[src/rtl/control_unit.sv]
// control_unit: instruction sequencer driving the datapath control word.
// Each instruction runs FETCH -> INC -> EXEC; LD/ST stretch EXEC until
// mem_ready, HALT parks the sequencer until reset.
// Optional build macro: CTRL_STEP_EN adds a single-step input that gates FETCH.
module control_unit #(
  parameter logic [2:0] FS_ADD   = 3'd0,
  parameter logic [2:0] FS_PASSA = 3'd6,
  parameter logic [2:0] FS_PASSB = 3'd7
) (
  input  logic        clk,
  input  logic        rst,
  input  logic [15:0] I,
  input  logic [3:0]  alu_status_latched,
  input  logic        mem_ready,
`ifdef CTRL_STEP_EN
  input  logic        step,
`endif
  output logic [21:0] control_word,
  output logic [7:0]  K,
  output logic [7:0]  mem_addr,
  output logic        halted,
  output logic [1:0]  state
);

  typedef enum logic [2:0] {
    S_IDLE, S_FETCH, S_INC, S_EXEC, S_HALT
  } state_e;

  typedef enum logic [3:0] {
    OP_NOP  = 4'h0,
    OP_ALU  = 4'h1,
    OP_LDI  = 4'h2,
    OP_LD   = 4'h3,
    OP_ST   = 4'h4,
    OP_JMP  = 4'h5,
    OP_BR   = 4'h6,
    OP_HALT = 4'hF
  } opcode_e;

  // Field order matches control_word bit 21 down to bit 0.
  typedef struct packed {
    logic       sl;
    logic       il;
    logic       pcl;
    logic       mr;
    logic       mw;
    logic       b_sel;
    logic       a_sel;
    logic       en_alu;
    logic       ci;
    logic [2:0] fs;
    logic       w;
    logic [2:0] sb;
    logic [2:0] sa;
    logic [2:0] da;
  } cw_t;

  state_e  state_q, state_d;
  cw_t     cw;
  opcode_e op;
  logic    fetch_go;
  logic    br_take;

`ifdef CTRL_STEP_EN
  assign fetch_go = step;
`else
  assign fetch_go = 1'b1;
`endif

  assign op           = opcode_e'(I[15:12]);
  assign br_take      = alu_status_latched[I[9:8]] ^ I[10];
  assign control_word = cw;

  // State register; reset drops straight back to IDLE from any state.
  always_ff @(posedge clk or negedge rst) begin
    if (!rst) state_q <= S_IDLE;
    else      state_q <= state_d;
  end

  // Next-state and control decode from current state and instruction.
  always_comb begin
    state_d  = state_q;
    cw       = '0;
    K        = '0;
    mem_addr = '0;
    halted   = 1'b0;
    state    = 2'd0;
    unique case (state_q)
      S_IDLE: begin
        state   = 2'd0;
        state_d = S_FETCH;
      end
      S_FETCH: begin
        state = 2'd1;
        if (fetch_go) begin
          cw.il   = 1'b1;
          state_d = S_INC;
        end
      end
      S_INC: begin
        state     = 2'd2;
        cw.a_sel  = 1'b1;
        cw.b_sel  = 1'b1;
        cw.fs     = FS_ADD;
        cw.en_alu = 1'b1;
        cw.pcl    = 1'b1;
        K         = 8'd1;
        state_d   = S_EXEC;
      end
      S_EXEC: begin
        state   = 2'd3;
        state_d = S_FETCH;
        case (op)
          OP_ALU: begin
            cw.da     = I[11:9];
            cw.sa     = I[8:6];
            cw.sb     = I[5:3];
            cw.fs     = I[2:0];
            cw.w      = 1'b1;
            cw.en_alu = 1'b1;
            cw.sl     = 1'b1;
          end
          OP_LDI: begin
            cw.da     = I[10:8];
            cw.b_sel  = 1'b1;
            cw.fs     = FS_PASSB;
            cw.en_alu = 1'b1;
            cw.w      = 1'b1;
            K         = I[7:0];
          end
          OP_LD: begin
            cw.da    = I[10:8];
            cw.mr    = 1'b1;
            cw.w     = mem_ready;
            mem_addr = I[7:0];
            if (!mem_ready) state_d = S_EXEC;
          end
          OP_ST: begin
            cw.sa     = I[10:8];
            cw.fs     = FS_PASSA;
            cw.en_alu = 1'b1;
            cw.mw     = 1'b1;
            mem_addr  = I[7:0];
            if (!mem_ready) state_d = S_EXEC;
          end
          OP_JMP, OP_BR: begin
            if (op == OP_JMP || br_take) begin
              cw.b_sel  = 1'b1;
              cw.fs     = FS_PASSB;
              cw.en_alu = 1'b1;
              cw.pcl    = 1'b1;
              K         = I[7:0];
            end
          end
          OP_HALT: state_d = S_HALT;
          default: ;
        endcase
      end
      S_HALT: begin
        state  = 2'd3;
        halted = 1'b1;
      end
      default: state_d = S_IDLE;
    endcase
  end

endmodule

[config.mk]
export PLATFORM = sky130hd
export DESIGN_NAME = control_unit
export DESIGN_NICKNAME = d
export VERILOG_FILES = /design/src/rtl/control_unit.sv
export SDC_FILE = /design/constraint.sdc
export NUM_CORES = 1
export LEC_CHECK = 0
export CAP_MARGIN = 30
export CORE_MARGIN = 4
export CORE_UTILIZATION = 50
export DETAILED_ROUTE_END_ITERATION = 8
export DONT_BUFFER_PORTS = 1
export GPL_TIMING_DRIVEN = 0
export PLACE_DENSITY_LB_ADDON = 0.05
export SLEW_MARGIN = 0
export SYNTH_ARGS = -nofsm -noshare
export SYNTH_HDL_FRONTEND = slang
export SYNTH_SLANG_ARGS = --single-unit
[constraint.sdc]
create_clock -name clk -period 4.2 [get_ports clk]
set_input_delay 0.42 -clock clk [delete_from_list [all_inputs] [get_ports clk]]
set_output_delay 0.42 -clock clk [all_outputs]
set_load 0.005 [all_outputs]
; ---- After elaboration in Yosys (flattened, before gate mapping)
; Cells that the tools add are included.
[word_totals]
reg_bits = 3
input_bits = 23
output_inout_bits = 41
word_cells = 56
[classes]
n_lt_le_gt_ge = 1
n_eq_ne = 11
muxes = 34
bitwise_logic = 1
reduce_logical = 8
[ops]
columns = op, count
row1 = $pmux W8 S2, 2
row2 = $mux W8, 3
row3 = $pmux W3 S2, 3
row4 = $pmux W3 S5, 1
row5 = $eq A4 B3 Y1 const B, 3
row6 = $pmux W1 S2, 6
row7 = $pmux W3 S4, 1
row8 = $mux W1, 10
row9 = $mux W10, 1
row10 = $reduce_or A2 Y1, 5
row11 = $mux W3, 3
row12 = $eq A4 B2 Y1 const B, 2
row13 = $eq A3 B2 Y1 const B, 2
row14 = $pmux W2 S3, 1
row15 = $eq A4 B1 Y1 const B, 1
row16 = $eq A4 B4 Y1 const B, 1
row17 = $mux W2, 2
row18 = $eq A3 B1 Y1 const B, 1
row19 = $eq A3 B3 Y1 const B, 1
row20 = $logic_not A3 Y1, 1
row21 = $lt A2 B3 Y1 const B, 1
row22 = $reduce_or A3 Y1, 1
row23 = $bmux W1 S2, 1
row24 = $logic_or A1 B1 Y1, 1
row25 = $xor A1 B1 Y1, 1

; ---- Depth between registers and ports, before layout
[logic_depth]
ltp_word = 7
ltp_mapped = 5
depth_no_buf = 4

; ---- Least setup slack after synthesis
; OpenSTA, ideal clock, no wires.
[synth_path]
path_type = input to output
startpoint = in I[8]
endpoint = out K[0]
arrival_ns = 1.443
required_ns = 3.780
slack_ns = 2.337
cell_stages = 4
path_buffers = 0
path_cell_list = mux2i_1 -> mux2i_4 -> a21oi_4 -> o32ai_2
[synth_via]
elab_chain_len = 7
[synth_rtl]
columns = item, line
row1 = from (decl), 12  ; input logic [15:0] I,
row2 = $bmux W1 S2, 71  ; assign br_take = alu_status_latched[I[9:8]] ^ I[10];
row3 = $mux W1 (implied by the code), 71
row4 = $xor A1 B1 Y1, 71
row5 = $logic_or A1 B1 Y1, 147  ; if (op == OP_JMP || br_take) begin
row6 = $mux W8, 147
row7 = $pmux W8 S2, 113  ; case (op)
row8 = $pmux W8 S2, 88  ; unique case (state_q)
row9 = to (decl), 19  ; output logic [7:0] K,
; Every way passes these cells. The select of a mux whose other input is x is not followed.

; ---- Final worst setup path
[layout_path]
startpoint = reg state_q[2]
endpoint = out K[0]
[layout_via]
elab_chain_len = 2
word_cells_on_any_way = 3
cone_classes = eq/ne (2) / mux (1)
[layout_rtl]
columns = item, line
row1 = from (decl), 58  ; state_e state_q, state_d;
row2 = from (signal assigned), 77  ; else state_q <= state_d;
row3 = $eq A3 B2 Y1, 88
row4 = $pmux W8 S2 (*), 88
; Every way passes the cells marked *; elsewhere a longest branch is shown, timed or not.

==> run_results.csv <==
group,metric,value,unit
synthesis,ys_seq_area_share,9.13,%
finish,regMostFlops,"state_q",
placed_design,portBuffers,0,
global_route,grt_max_degree,11,
cts,cts-htree-levels,1,
cts,post_cts_resize_count,0,
synthesis,ys.flop_type,"dfrtp_1",
die,initial_utilization,53.9,%
critical_path,critPathTopFamily,"simple AND/OR/NAND/NOR gates",
synthesis,synth_cells,120,
synthesis,async_flop_share,100,%
timing,slew_headroom,65.1,%
finish,nFillCells,159,
route,detail_route.iter0.violations,21,
cts,clk_latency,0.23,ns
power_and_ir_drop,p_int,145,uW
power_and_ir_drop,power.density,348,nW/um^2
power_and_ir_drop,power_switching_share,52.4,%
synthesis,syn-num-nets,143,
critical_path,r2r_start,"state_q[0]",
finish,instances_no_fill,141,
synthesis,netlist-cell-type-count,42,
critical_path,reg2reg_slack,3.23,ns
synthesis,synth_area,822,sq um
route,routed_via_density,6.28,
finish,multiInputGateArea,706,sq um
synthesis,synth_warnings,0,
synthesis,synth_edf_count,0,
placed_design,dpl.cell_count,136,
route,first_pass_iters,5,
finish,layout-drive-gt1-share,15.2,%
critical_path,worstPathRequired,3.78,ns
power_and_ir_drop,peakVddDrop,0.000277,V
route,num_vias,885,
die,chipWidth,48.5,um
critical_path,path_buf_inv,0,
critical_path,worstPathArrival,1.73,ns
power_and_ir_drop,p_clk_share,16.2,%
timing,fin_crit,2.15,ns
die,num_rows,14,
critical_path,critPathLaunchType,"flop",
finish,layout_common_cells,"nor2_1, and2_1, nand2_1",
finish,final_net_count,149,
synthesis,ys_ff_latch,3,
route,wl,2.32,mm
finish,regArea,75.1,sq um
power_and_ir_drop,seq_power_share,16.7,%
cts,ctsHoldBuffers,1,
flow_run,maxCapViolCount,0,
die,core_area,1520,sq um
finish,largest_register_ffs,3,
cts,post-cts-setup-buffers,0,
power_and_ir_drop,p_sw,160,uW
hold_path,hp-class,"input port to flop",
die,ioPinCount,64,
timing,worst_pin_slew,0.521,ns
global_route,grtUsageTotal,19.1,%
timing,finalSetupViolCount,0,
critical_path,worstSetupStartpoint,"state_q[2]",
cts,cts_buffers,3,
power_and_ir_drop,leakagePower,0.337,nW
critical_path,cpPeakStageDelay,0.44,ns
finish,final_common_cell,"nor2_1",
finish,top_regs,"state_q: 3 flops",
cts,cts_root_buffer,"clkbuf_4",
status,run_status,"complete, no violations",
timing,skew,0.00404,ns
critical_path,path_class,"flop to output port",
finish,antenna_cells,0,
timing,hold_viol_final,0,
placed_design,gp_congestion,0.838,
global_route,antenna_found_initial,0,
cts,cts_tree,"built",
critical_path,crit_path_end_kind,"output port",
critical_path,reg2reg_to,"state_q[2]",
hold_path,hp-start,"mem_ready",
synthesis,synth_area_per_cell,6.85,sq um
global_route,grt_first_pass_wirelength,3.80,mm
cts,cts_buffer_depth,2,
cts,path_clk_slew,0.04,ns
placed_design,dp_hpwl,1.86,mm
critical_path,cp_cell_sequence,"nand2b_1 -> nor2_1 -> nand2_1 -> o32ai_2",
route,detail_route.wl_per_cell,16.4,um
timing,timing.fmax,464,MHz
timing,finalSetupTns,0,ns
timing,finalCritPeriodShare,51.3,%
cts,numClockSinks,3,
timing,rsz0062_at_grt,"no",
finish,area_delta_synth_final,6.85,%
critical_path,r2r_cells,3,
global_route,grt_pass1_vias,832,
power_and_ir_drop,combPwrFrac,67.1,%
hold_path,min_path_cells,2,
critical_path,cp_slowest_cell,"nor2_1",
die,die_h,48.5,um
die,dieArea,2360,sq um
route,route.detailed.drc,0,
critical_path,cp_max_fo,8,
timing,slew_violations,0,
route,ant_nets,0,
global_route,gr-total-overflow,0,
hold_path,min_to,"state_q[1]",
==> synthesized netlist by cell type, types with 2 or more instances <==
cell type	n	area share, %
dfrtp_1	3	9.1
o21ai_0	2	1.2
clkbuf_1	2	0.91
buf_2	3	1.8
a21o_1	2	1.8
nor2_1	24	11
o21ai_1	3	1.8
nand3b_1	4	3.7
a22o_1	3	3.2
and2_1	11	8.4
mux2i_1	2	2.4
a211oi_1	3	2.7
nand2_1	8	3.7
a21oi_1	4	2.4
nor2b_1	2	1.5
inv_1	3	1.4
a22oi_1	3	2.7
nand3_1	7	4.3
nor3_1	3	1.8
nand2b_1	6	4.6
==> power groups by stage <==
stage,combinational (mW),clock (mW),sequential (mW)
2_1_floorplan,0.171,0,0.0490
3_3_place_gp,0.201,0,0.0511
3_5_place_dp,0.205,0,0.0513
6_report,0.205,0.0495,0.0512
4_1_cts,0.207,0.0511,0.0510
5_1_grt,0.229,0.0555,0.0526
==> final cells by class <==
class	instances	share of cell area, %
plain buffers	6	3.42
clock buffers	4	2.99
inverters	3	1.28
multi-input cells	108	80.3
flip-flops and latches	3	8.55
well taps	16	2.28
repair buffers	1	1.14
==> per-stage QoR <==
| stage | area [sq um] | util [%] | power, mW | setup slack, ns | hold WS [ns] |
|---|---|---|---|---|---|
| after floorplan | 822 | - | 0.220 | 2.34 | 0.124 |
| after global placement | 842 | 55.3 | 0.252 | 2.24 | 0.124 |
| after detailed placement | 842 | 55.3 | 0.256 | 2.22 | 0.124 |
| after CTS | 878 | 57.6 | 0.309 | 2.02 | 0.410 |
| after global routing | 878 | 57.6 | 0.337 | 1.94 | 0.403 |
| final | 878 | 57.6 | 0.306 | 2.05 | 0.420 |
==> kinds of logic after synthesis <==
kind of cell | count (synthesis) | synth area share (%)
buffers and inverters | 9 | 5.02
flip-flops | 3 | 9.13
other | 1 | 0.456
AO/OA/AOI/OAI | 28 | 26.5
AND/OR/NAND/NOR | 75 | 52.4
multiplexers | 4 | 6.54
==> layer usage <==
layer	track usage, %	up-vias	share of wire (%)
met5	0	-	0
met4	4.04	0	0
met3	5.52	0	10
met2	32.4	45	49
met1	23.6	401	41
li1	-	439	-
==> worst max-delay path by stage <==
stage | to | slack (ns) | cells after the start
after detailed placement | control_word[19] | 2.22 | 4
after global routing | K[0] | 1.94 | 4
after floorplan | K[0] | 2.34 | 4
after CTS | K[0] | 2.02 | 4
after global placement | control_word[19] | 2.24 | 4
final | K[0] | 2.05 | 4
(Power assumes the default switching activity.)
